===== src/rtl/subservient_uart_rx.sv =====
// UART receiver: 2-flop input synchroniser, mid-bit sampling FSM with optional
// parity, and a first-word-fall-through output FIFO with valid/ready handshake.
module subservient_uart_rx #(
  parameter int CLKS_PER_BIT = 1736,
  parameter int DATA_BITS    = 8,
  parameter int PARITY       = 0,
  parameter int FIFO_AW      = 2
) (
  input  logic                 wb_clk,
  input  logic                 wb_rst,
  input  logic                 i_rx,
  output logic [DATA_BITS-1:0] o_data,
  output logic                 o_valid,
  input  logic                 i_ready,
  output logic                 o_frame_err,
  output logic                 o_parity_err,
  output logic                 o_overrun,
  output logic [FIFO_AW:0]     o_level
);

  localparam int CNT_W = $clog2(CLKS_PER_BIT);
  localparam int BIT_W = $clog2(DATA_BITS);
  localparam int DEPTH = 1 << FIFO_AW;
  localparam logic [CNT_W-1:0] HALF_LOAD = CNT_W'(CLKS_PER_BIT / 2 - 1);
  localparam logic [CNT_W-1:0] FULL_LOAD = CNT_W'(CLKS_PER_BIT - 1);
  localparam logic [BIT_W-1:0] LAST_BIT  = BIT_W'(DATA_BITS - 1);

  typedef enum logic [2:0] {
    S_IDLE, S_START, S_DATA, S_PARITY, S_STOP, S_WAIT_IDLE
  } state_t;

  function automatic logic parity_mismatch(input logic [DATA_BITS-1:0] d,
                                           input logic p);
    return ((^d) ^ p) != (PARITY == 1);
  endfunction

  logic                 sync1_q, rx_s_q;
  state_t               state_q, state_d;
  logic [CNT_W-1:0]     cnt_q, cnt_d;
  logic [BIT_W-1:0]     bit_q, bit_d;
  logic [DATA_BITS-1:0] shreg_q, shreg_d;
  logic                 par_err_q, par_err_d;
  logic                 frame_err_q, frame_err_d;
  logic                 parity_err_q, parity_err_d;
  logic [FIFO_AW-1:0]   wr_ptr_q, wr_ptr_d, rd_ptr_q, rd_ptr_d;
  logic [FIFO_AW:0]     count_q, count_d;
  logic [DATA_BITS-1:0] mem_q [DEPTH];
  logic                 push_req, push_ok, pop, full;

  always_comb begin
    state_d      = state_q;
    cnt_d        = cnt_q;
    bit_d        = bit_q;
    shreg_d      = shreg_q;
    par_err_d    = par_err_q;
    frame_err_d  = 1'b0;
    parity_err_d = 1'b0;
    push_req     = 1'b0;
    case (state_q)
      S_IDLE: begin
        if (!rx_s_q) begin
          state_d = S_START;
          cnt_d   = HALF_LOAD;
        end
      end
      S_START: begin
        if (cnt_q == '0) begin
          if (rx_s_q) begin
            state_d = S_IDLE;
          end else begin
            state_d   = S_DATA;
            cnt_d     = FULL_LOAD;
            bit_d     = '0;
            par_err_d = 1'b0;
          end
        end else begin
          cnt_d = cnt_q - 1'b1;
        end
      end
      S_DATA: begin
        if (cnt_q == '0) begin
          shreg_d = {rx_s_q, shreg_q[DATA_BITS-1:1]};
          cnt_d   = FULL_LOAD;
          bit_d   = bit_q + 1'b1;
          if (bit_q == LAST_BIT) state_d = (PARITY != 0) ? S_PARITY : S_STOP;
        end else begin
          cnt_d = cnt_q - 1'b1;
        end
      end
      S_PARITY: begin
        if (cnt_q == '0) begin
          par_err_d = parity_mismatch(shreg_q, rx_s_q);
          cnt_d     = FULL_LOAD;
          state_d   = S_STOP;
        end else begin
          cnt_d = cnt_q - 1'b1;
        end
      end
      S_STOP: begin
        // Returning to IDLE at mid-stop lets a directly following start edge be caught.
        if (cnt_q == '0) begin
          if (!rx_s_q) begin
            frame_err_d = 1'b1;
            state_d     = S_WAIT_IDLE;
          end else if (par_err_q) begin
            parity_err_d = 1'b1;
            state_d      = S_IDLE;
          end else begin
            push_req = 1'b1;
            state_d  = S_IDLE;
          end
        end else begin
          cnt_d = cnt_q - 1'b1;
        end
      end
      S_WAIT_IDLE: begin
        if (rx_s_q) state_d = S_IDLE;
      end
      default: state_d = S_IDLE;
    endcase
  end

  always_comb begin
    full     = count_q[FIFO_AW];
    pop      = (count_q != '0) && i_ready;
    push_ok  = push_req && (!full || pop);
    wr_ptr_d = push_ok ? wr_ptr_q + 1'b1 : wr_ptr_q;
    rd_ptr_d = pop ? rd_ptr_q + 1'b1 : rd_ptr_q;
    count_d  = count_q;
    case ({push_ok, pop})
      2'b10:   count_d = count_q + 1'b1;
      2'b01:   count_d = count_q - 1'b1;
      default: count_d = count_q;
    endcase
  end

  always_ff @(posedge wb_clk or posedge wb_rst) begin
    if (wb_rst) begin
      sync1_q      <= 1'b1;
      rx_s_q       <= 1'b1;
      state_q      <= S_IDLE;
      cnt_q        <= '0;
      bit_q        <= '0;
      par_err_q    <= 1'b0;
      frame_err_q  <= 1'b0;
      parity_err_q <= 1'b0;
      wr_ptr_q     <= '0;
      rd_ptr_q     <= '0;
      count_q      <= '0;
    end else begin
      sync1_q      <= i_rx;
      rx_s_q       <= sync1_q;
      state_q      <= state_d;
      cnt_q        <= cnt_d;
      bit_q        <= bit_d;
      par_err_q    <= par_err_d;
      frame_err_q  <= frame_err_d;
      parity_err_q <= parity_err_d;
      wr_ptr_q     <= wr_ptr_d;
      rd_ptr_q     <= rd_ptr_d;
      count_q      <= count_d;
    end
  end

  // Data path only; contents are qualified by the control state above.
  always_ff @(posedge wb_clk) begin
    shreg_q <= shreg_d;
    if (push_ok) mem_q[wr_ptr_q] <= shreg_q;
  end

  assign o_valid      = (count_q != '0);
  assign o_data       = o_valid ? mem_q[rd_ptr_q] : '0;
  assign o_level      = count_q;
  assign o_frame_err  = frame_err_q;
  assign o_parity_err = parity_err_q;
  assign o_overrun    = push_req && full && !pop;

endmodule


===== config.mk =====
export PLATFORM = sky130hd
export DESIGN_NAME = subservient_uart_rx
export DESIGN_NICKNAME = d
export VERILOG_FILES = /design/src/rtl/subservient_uart_rx.sv
export SDC_FILE = /design/constraint.sdc
export NUM_CORES = 1
export LEC_CHECK = 0
export ABC_AREA = 1
export CAP_MARGIN = 20
export CORE_ASPECT_RATIO = 1.4
export CORE_MARGIN = 2
export CORE_UTILIZATION = 59
export DETAILED_ROUTE_END_ITERATION = 8
export PLACE_DENSITY = 0.76
export SETUP_SLACK_MARGIN = 0.2
export SLEW_MARGIN = 20
export SYNTH_ARGS = -nofsm -noshare
export SYNTH_HDL_FRONTEND = slang
export SYNTH_SLANG_ARGS = --single-unit

===== constraint.sdc =====
create_clock -name wb_clk -period 2.6 [get_ports wb_clk]
set_input_delay 0.52 -clock wb_clk [delete_from_list [all_inputs] [get_ports wb_clk]]
set_output_delay 0.52 -clock wb_clk [all_outputs]
set_load 0.01 [all_outputs]

==> flow_summary.json, run 1 <==
{
  "die_y_um": 94.4,
  "pin_count": 19,
  "drive_above_1_share_pct": 16.4,
  "crit_path_top_delay_cell": "dfrtp_1",
  "finalWeightedCongestion": 0.912,
  "path_depth": 9,
  "insertion_delay_ps": 350,
  "antenna_left": 0,
  "die_x_um": 68.5,
  "dp_hpwl_um": 4840,
  "viasPerCell": 5.34,
  "vdd_drop_max_mv": 0.415,
  "grt_antenna_before_repair": 0,
  "cts_htree_levels": 3,
  "cts-root-buf": "clkbuf_8",
  "fin_ws_ps": 296,
  "grtUsageTotal_pct": 24.2,
  "period_share_pct": 88.6,
  "place.port_buffers": 18,
  "finalHoldViolations": 0,
  "clockBufferDepth": 2,
  "p_per_area_mw_per_mm2": 777,
  "clkSinkCount": 69,
  "outcome": "finished clean",
  "syn_inst": 364,
  "num_rows": 32,
  "fin_tns_setup_ps": 0,
  "grt_max_degree": 30,
  "holdWs_ps": 357,
  "fmax_mhz": 434,
  "leakagePower_nw": 1.87,
  "r2r_slack_ps": 380,
  "synthTopCellsByArea": "edfxtp_1 (35%), dfrtp_1 (20%), nand2_1 (8.0%)",
  "drc_errors": 0,
  "cts_tree": "done",
  "antenna_cells": 0,
  "crit_chain": "inv_2, ha_1, inv_1, nor2_4, nand3_4, nor2_8, nand2_2, nor3_2, clkdlybuf4s15_2",
  "path_clk_slew_ps": 70,
  "grt_overflow_total": 0,
  "endpoint_kind": "output pin",
  "slew_headroom_pct": 74.8,
  "fillers": 424,
  "initial_core_util_pct": 61.8,
  "crit_family": "simple AND/OR/NAND/NOR gates",
  "regArea_mm2": 0.00193,
  "fin_crit_ps": 2300,
  "slew_viol_final": 0,
  "multiInputGateArea_mm2": 0.00132,
  "drv_cap": 0,
  "dp_slack_ps": 160,
  "setup_violations": 0,
  "cp_max_fo": 4,
  "rr_startpoint": "o_level[0]",
  "hold_class": "flop to flop",
  "worst_pin_slew_ps": 377,
  "min_path_cells": 0,
  "worstSetupStartpointType": "flop",
  "drtIter0Drc": 265,
  "criticalPathCategory": "flop to output pin",
  "r2r_cells": 11,
  "cp_num_buf_inv": 3,
  "nets": 411,
  "dieArea_mm2": 0.00647,
  "syn_to_final_growth_pct": 17.8,
  "worst_path_largest_cell_delay_ps": 390,
  "fp.coreArea_mm2": 0.00557,
  "crit_start": "cnt_q[0]",
  "ys_warn_count": 0,
  "grt_pass1_wl_um": 11300,
  "worstHoldStart": "sync1_q",
  "synth_area_mm2": 0.00344,
  "ys_types": 36,
  "avgSynthCellArea_um2": 9.45,
  "ys_seq_elements": 69,
  "yosysTopAreaCell": "edfxtp_1",
  "worst_clock_skew_ps": 8.50,
  "synthesis.nets": 378,
  "rsz0062_at_grt": "yes",
  "dr.pass1.iters": 5,
  "post-cts-setup-buffer-count": 0,
  "num_vias": 2508,
  "grt_pass1_vias": 2553,
  "cts_inserted_buffers": 9,
  "worstPathRequired_ps": 2080,
  "synth_top_area_share_pct": 34.9,
  "drt-total-wl_um": 6780,
  "arrival_ps": 1780,
  "wl_per_cell_um": 14.4,
  "ys_seq_area_share_pct": 56.1
}
-- cells in the final DEF, fill, tap and decap left out, types with 9 or more instances in the layout --
cell,netlist,routed
nand2_1,73,72
nor2_1,59,59
edfxtp_1,40,40
inv_1,39,36
dfrtp_1,27,27
o21ai_0,22,22
nand3_1,18,18
clkbuf_8,0,11
o21ai_1,10,10
a21oi_1,9,9
ha_1,9,9
clkdlybuf4s50_1,0,9
-- power breakdown --
| part | total [mW] | switching (mW) | leakage [nW] | internal, mW |
|---|---|---|---|---|
| sequential | 1.23 | 0.0314 | 0.705 | 1.19 |
| combinational | 0.832 | 0.452 | 1.04 | 0.380 |
| clock | 1.09 | 0.403 | 0.126 | 0.691 |
| total | 3.15 | 0.886 | 1.87 | 2.26 |
-- what timing repair did --
item	CTS	global route
endpoints found under the setup margin	9	9
resized for setup	6	16
hold buffers	0	0
-- cell usage after synthesis (all sizes together) --
master,n
dfrtp,27
nor3,4
o21ai,35
a22oi,1
o2111ai,1
a21oi,11
edfxtp,40
nand3,20
dfstp,2
ha,9
nand3b,1
o21bai,1
nor2,67
clkbuf,2
nand2,81
inv,46
fa,1
clkinv,1
nand4,1
buf,3
xor2,7
xnor2,3
-- cell type report --
| class | instances | share of cell area, % |
|---|---|---|
| Multi-Input combinational cell | 243 | 32.5 |
| Inverter | 47 | 4.66 |
| Sequential cell | 69 | 47.6 |
| Clock inverter | 5 | 2.62 |
| Timing Repair Buffer | 27 | 6.82 |
| Tap cell | 68 | 2.10 |
| Clock buffer | 11 | 3.73 |
-- logic make-up (layout without fill, tap and decap cells) --
| group | after synthesis | in the layout | synth area share (%) |
|---|---|---|---|
| adder cells (fa/ha/maj) | 10 | 10 | 3.85 |
| XOR/XNOR | 10 | 10 | 2.55 |
| buffers and inverters | 52 | 90 | 6.18 |
| AO/OA/AOI/OAI | 49 | 49 | 7.93 |
| flip-flops | 69 | 69 | 56.1 |
| AND/OR/NAND/NOR | 174 | 174 | 23.4 |
-- worst paths after layout --
check | endpoint
max reg2reg | o_level[2]
max | o_overrun
min in group asynchronous | o_parity_err
max in group asynchronous | rx_s_q
min reg2reg | rx_s_q
min | rx_s_q
-- layer usage --
metal	global-route usage, %	share of wire, %
met4	12.3	2.8
met3	6.79	2.9
met1	25.9	39
met5	0	0
met2	42.1	55
-- sequential cells by signal, indices dropped and copies added (netlist names) --
register / cells
mem_q: 32
cnt_q: 11
shreg_q: 8
bit_q: 3
o_level: 3
state_q: 3
rd_ptr_q: 2
wr_ptr_q: 2
o_frame_err: 1
o_parity_err: 1
par_err_q: 1
rx_s_q: 1
sync1_q: 1
-- through the flow --
stage          area, um^2  total power, mW  instances  util [%]
5_1_grt              4050             3.33        470      72.8
3_3_place_gp         3740             2.06        454      67.3
4_1_cts              4010             3.20        470      72.1
6_report             4050             3.15        470      72.8
3_5_place_dp         3740             2.08        454      67.3
2_1_floorplan        3440             1.71        364         -
(Power assumes the default switching activity.)
==> run 2, diff against run 1 <==
--- a/config.mk
+++ b/config.mk
@@ -10,6 +10,7 @@
 export CORE_ASPECT_RATIO = 1.4
 export CORE_MARGIN = 2
 export CORE_UTILIZATION = 59
+export CTS_CLUSTER_DIAMETER = 60
 export DETAILED_ROUTE_END_ITERATION = 8
 export PLACE_DENSITY = 0.76
 export SETUP_SLACK_MARGIN = 0.2
==> constraint.sdc (replaced) <==
create_clock -name wb_clk -period 2.6 [get_ports wb_clk]
set_input_delay 0.26 -clock wb_clk [delete_from_list [all_inputs] [get_ports wb_clk]]
set_output_delay 0.26 -clock wb_clk [all_outputs]
set_load 0.01 [all_outputs]
==> run 2 against run 1 <==
Combinational power down 9.1%. Utilization down 1.6 points. Setup slack improved by 45 ps. Sequential share of layout area is 1.2 points higher. Clock skew down 1.9 ps. Largest power group unchanged.
==> flow_summary.json, run 2 (same netlist as run 1, synthesis figures left out) <==
{
  "outcome": "finished clean",
  "final_common_cell": "nand2_1",
  "reg_top3": "mem_q: 32 flops, cnt_q: 11 flops, shreg_q: 8 flops",
  "viasPerCell": 5.17,
  "wl_per_cell_um": 14.2,
  "cts_inserted_buffers": 9,
  "worstSetupStartpointType": "flop",
  "path_clk_slew_ps": 80,
  "arrival_ps": 2480,
  "syn_to_final_growth_pct": 15.3,
  "fin_crit_ps": 2260,
  "vdd_drop_max_mv": 0.388,
  "drc_errors": 0,
  "worstPathRequired_ps": 2820,
  "die_y_um": 94.4,
  "p_per_area_mw_per_mm2": 738,
  "grt_overflow_total": 0,
  "hold_class": "primary input to asynchronous set/reset pin",
  "cp_max_fo": 8,
  "cts_htree_levels": 3,
  "endpoint_kind": "flop",
  "multiInputGateArea_mm2": 0.00130,
  "clkSinkCount": 69,
  "holdWs_ps": 178,
  "criticalPathCategory": "flop to flop",
  "grt_max_degree": 19,
  "initial_core_util_pct": 61.8,
  "fillers": 436,
  "rsz0062_at_grt": "no",
  "worst_pin_slew_ps": 362,
  "pin_count": 19,
  "fp.coreArea_mm2": 0.00557,
  "regArea_mm2": 0.00193,
  "dp_hpwl_um": 4890,
  "slew_viol_final": 0,
  "cts-root-buf": "clkbuf_8",
  "clockBufferDepth": 2,
  "drive_above_1_share_pct": 15.4,
  "cts_tree": "done",
  "dieArea_mm2": 0.00647,
  "die_x_um": 68.5,
  "place.port_buffers": 18,
  "rr_startpoint": "cnt_q[0]",
  "dr.pass1.iters": 4,
  "antenna_left": 0,
  "insertion_delay_ps": 340,
  "fmax_mhz": 443,
  "grt_antenna_before_repair": 0,
  "largest-register": "mem_q",
  "num_vias": 2434,
  "drv_cap": 0,
  "drtIter0Drc": 132,
  "period_share_pct": 86.9,
  "grtUsageTotal_pct": 23.7,
  "leakagePower_nw": 1.76,
  "r2r_slack_ps": 340,
  "drt-total-wl_um": 6700,
  "antenna_cells": 0,
  "finalWeightedCongestion": 0.926,
  "num_rows": 32,
  "setup_violations": 0,
  "slew_headroom_pct": 75.9,
  "grt_pass1_vias": 2423,
  "finalHoldViolations": 0,
  "rr_endpoint": "o_level[2]",
  "grt_pass1_wl_um": 11200,
  "fin_tns_setup_ps": 0,
  "worst_clock_skew_ps": 6.55,
  "mostFrequentLayoutCells": "nand2_1 (73), nor2_1 (59), edfxtp_1 (40), inv_1 (39), dfrtp_1 (25)",
  "cts.hold.buffers_added": 0,
  "largest_reg_flops": 32,
  "nets": 412,
  "r2r_cells": 14
}
==> run 2: layer usage <==
layer / wire (um) / vias to the layer above / GRT usage, %
li1: - / 1248 / -
met3: 142 / 13 / 5.84
met4: 169 / 0 / 10.0
met2: 3670 / 36 / 42.4
met5: 0 / - / 0
met1: 2710 / 1137 / 25.8
==> run 2: where the power goes <==
| group | switching, mW | leakage (nW) | internal (mW) |
|---|---|---|---|
| logic | 0.380 | 0.961 | 0.376 |
| registers | 0.0958 | 0.703 | 1.20 |
| clock network | 0.409 | 0.0959 | 0.465 |
==> run 2: worst max-delay path by stage <==
stage                start         end  slack, ps
3_3_place_gp      cnt_q[0]  o_level[1]        370
3_5_place_dp      cnt_q[0]  o_level[1]        310
4_1_cts           cnt_q[0]  o_level[1]        210
5_1_grt        rd_ptr_q[1]   o_data[1]        200
6_report          cnt_q[0]  o_level[2]        340
2_1_floorplan     cnt_q[0]  o_level[1]        460
==> run 2: per-stage QoR <==
stage                     total power [mW]  setup slack (ps)  utilization (%)  instance area, um^2  std cells
after floorplan                       1.71               463                -                 3440        364
after global placement                2.04               371             67.0                 3730        452
after detailed placement              2.06               314             67.0                 3730        452
after CTS                             2.94               211             70.8                 3940        469
after global routing                  3.10               196             71.3                 3970        471
final                                 2.93               341             71.3                 3970        471
==> run 2: final cells by class <==
cell class	instances	area share (%)
flip-flops and latches	69	48.8
multi-input cells	243	32.9
repair buffers	28	6.50
inverters	47	4.70
clock buffers	10	3.47
well taps	68	2.14
clock inverters	6	1.58
==> run 2: worst max-delay path, cell delays in order (launching register included) <==
cell,delay [ps]
dfrtp_1,350
inv_1,80
ha_1,190
inv_1,100
nor2_4,50
nand3_4,80
nor2_8,50
buf_6,140
nand4_4,90
ha_1,150
inv_1,60
fa_1,390
a21oi_1,150
o21ai_0,110
xor2_1,150
==> run 2: timing repair <==
item / in CTS / in global routing
endpoints found under the setup margin: 9 / 6
pin swaps: 1 / 0
buffers inserted: 1 / 2
gates resized for setup: 3 / 7
==> run 3, diff against run 2 <==
--- a/config.mk
+++ b/config.mk
@@ -7,9 +7,11 @@
 export LEC_CHECK = 0
 export ABC_AREA = 1
 export CAP_MARGIN = 20
+export CELL_PAD_IN_SITES_DETAIL_PLACEMENT = 1
+export CELL_PAD_IN_SITES_GLOBAL_PLACEMENT = 1
 export CORE_ASPECT_RATIO = 1.4
 export CORE_MARGIN = 2
-export CORE_UTILIZATION = 59
+export CORE_UTILIZATION = 46
 export CTS_CLUSTER_DIAMETER = 60
 export DETAILED_ROUTE_END_ITERATION = 8
 export PLACE_DENSITY = 0.76
==> run 3 against run 2 <==
Register-to-register slack got worse by 20 ps. Global-route usage fell by 2.0 points. Setup slack got worse by 17 ps. Worst hold slack improved by 120 ps. Critical endpoint is now o_level[1]. Flip-flop and latch count did not move. Die area rose by 27%. Largest cell class unchanged. Clock skew fell by 0.64 ps.
==> flow_summary.json, run 3 (same netlist as run 1, synthesis figures left out) <==
{
  "outcome": "finished clean",
  "arrival_ps": 2540,
  "criticalPathCategory": "flop to flop",
  "antenna_cells": 0,
  "drtIter0Drc": 91,
  "cts_inserted_buffers": 9,
  "dieArea_mm2": 0.00820,
  "finalWeightedCongestion": 0.813,
  "largest-register": "mem_q",
  "rsz0062_at_grt": "no",
  "fmax_mhz": 439,
  "grt_antenna_before_repair": 0,
  "wl_per_cell_um": 15.8,
  "grt_overflow_total": 0,
  "dp_hpwl_um": 5840,
  "mostFrequentLayoutCells": "nand2_1 (73), nor2_1 (59), edfxtp_1 (40), inv_1 (36), dfrtp_1 (26)",
  "fin_tns_setup_ps": 0,
  "worst_clock_skew_ps": 5.92,
  "cts-root-buf": "clkbuf_8",
  "worst_path_largest_cell_delay_ps": 420,
  "p_per_area_mw_per_mm2": 734,
  "viasPerCell": 5.06,
  "cts.hold.buffers_added": 0,
  "final_cells": 500,
  "num_vias": 2531,
  "antenna_left": 0,
  "crit_path_top_delay_cell": "fa_2",
  "die_y_um": 106,
  "cts_tree": "done",
  "endpoint_kind": "flop",
  "grt_pass1_vias": 2869,
  "dpl.cell_count": 480,
  "r2r_cells": 12,
  "drv_cap": 0,
  "place.port_buffers": 18,
  "pin_count": 19,
  "finalHoldViolations": 0,
  "grtUsageTotal_pct": 21.7,
  "grt_pass1_wl_um": 13600,
  "drive_above_1_share_pct": 16.1,
  "hold_class": "primary input to asynchronous set/reset pin",
  "cp_max_fo": 8,
  "total_power_mw": 2.94,
  "initial_core_util_pct": 47.0,
  "crit_chain": "inv_2, ha_1, inv_1, nor2_4, nand3_4, nor2_8, buf_8, nand4_4, ha_1, inv_2, fa_2, o21ai_0",
  "clockBufferDepth": 2,
  "path_clk_slew_ps": 70,
  "slew_viol_final": 0,
  "path_depth": 12,
  "insertion_delay_ps": 340,
  "cp_num_buf_inv": 4,
  "die_x_um": 77.1,
  "vdd_drop_max_mv": 0.551,
  "nets": 412,
  "fin_crit_ps": 2280,
  "fp.coreArea_mm2": 0.00731,
  "period_share_pct": 87.5,
  "num_rows": 37,
  "grt_max_degree": 30,
  "final_common_cell": "nand2_1",
  "syn_to_final_growth_pct": 16.4,
  "clkSinkCount": 69,
  "worst_pin_slew_ps": 401,
  "crit_family": "adder cells",
  "fillers": 856,
  "setup_violations": 0,
  "worstSetupStartpointType": "flop",
  "drc_errors": 0,
  "slew_headroom_pct": 73.2,
  "largest_reg_flops": 32,
  "cts_htree_levels": 3,
  "drt-total-wl_um": 7880,
  "leakagePower_nw": 1.75,
  "reg_top3": "mem_q: 32 flops, cnt_q: 11 flops, shreg_q: 8 flops",
  "worstPathRequired_ps": 2860,
  "dr.pass1.iters": 5
}
[run 3: metrics by stage]
| stage | worst slack (ps) | hold WS [ps] | area (um^2) | util (%) |
|---|---|---|---|---|
| finish | 324 | 303 | 4000 | 54.7 |
| CTS | 139 | 307 | 3960 | 54.2 |
| floorplan | 463 | 264 | 3440 | - |
| detailed placement | 232 | 348 | 3760 | 51.4 |
| global placement | 301 | 346 | 3760 | 51.4 |
| global route | 199 | 316 | 4000 | 54.7 |
[run 3: area by class of cell]
type,instances,area (um^2),area share [%]
flip-flops and latches,69,1930,48.3
multi-input cells,243,1310,32.8
repair buffers,28,262,6.53
inverters,47,186,4.66
clock buffers,10,128,3.19
well taps,97,121,3.03
clock inverters,6,62.6,1.56
[run 3: metal layers]
metal / vias to the layer above / GRT usage (%) / share of wire [%]
met1: 1249 / 21.7 / 38
met3: 12 / 3.82 / 1.8
met2: 23 / 42.5 / 58
li1: 1247 / - / -
met5: - / 0 / 0
met4: 0 / 10.6 / 2.2
[run 3: repair_timing]
action,in CTS,in global routing
resized for setup,3,11
setup buffers,1,3
pin swaps,1,0
endpoints found under the setup margin,9,8
[run 3: power by group]
part / switching, mW / internal, mW / total [mW] / leakage, nW
combinational: 0.424 / 0.387 / 0.812 / 0.956
clock: 0.414 / 0.442 / 0.855 / 0.0903
sequential: 0.0751 / 1.20 / 1.27 / 0.704
total: 0.913 / 2.03 / 2.94 / 1.75
[run 3: worst register-to-register path, stage by stage (launching register included)]
cell and delay, ps:
dfrtp_1 390, inv_2 90, ha_1 150, inv_1 70, nor2_4 120, nand3_4 100
nor2_8 140, buf_8 150, nand4_4 120, ha_1 240, inv_2 80, fa_2 420
o21ai_0 150
[run 3: final timing paths]
path                            slack (ps)  startpoint         end
worst max-delay path                   320    cnt_q[0]  o_level[1]
worst min-delay path                   300      wb_rst    cnt_q[6]
worst max register to register         320    cnt_q[0]  o_level[1]
worst min register to register         360     sync1_q      rx_s_q
max in group asynchronous             1970      wb_rst     sync1_q
min in group wb_clk                    320        i_rx     sync1_q
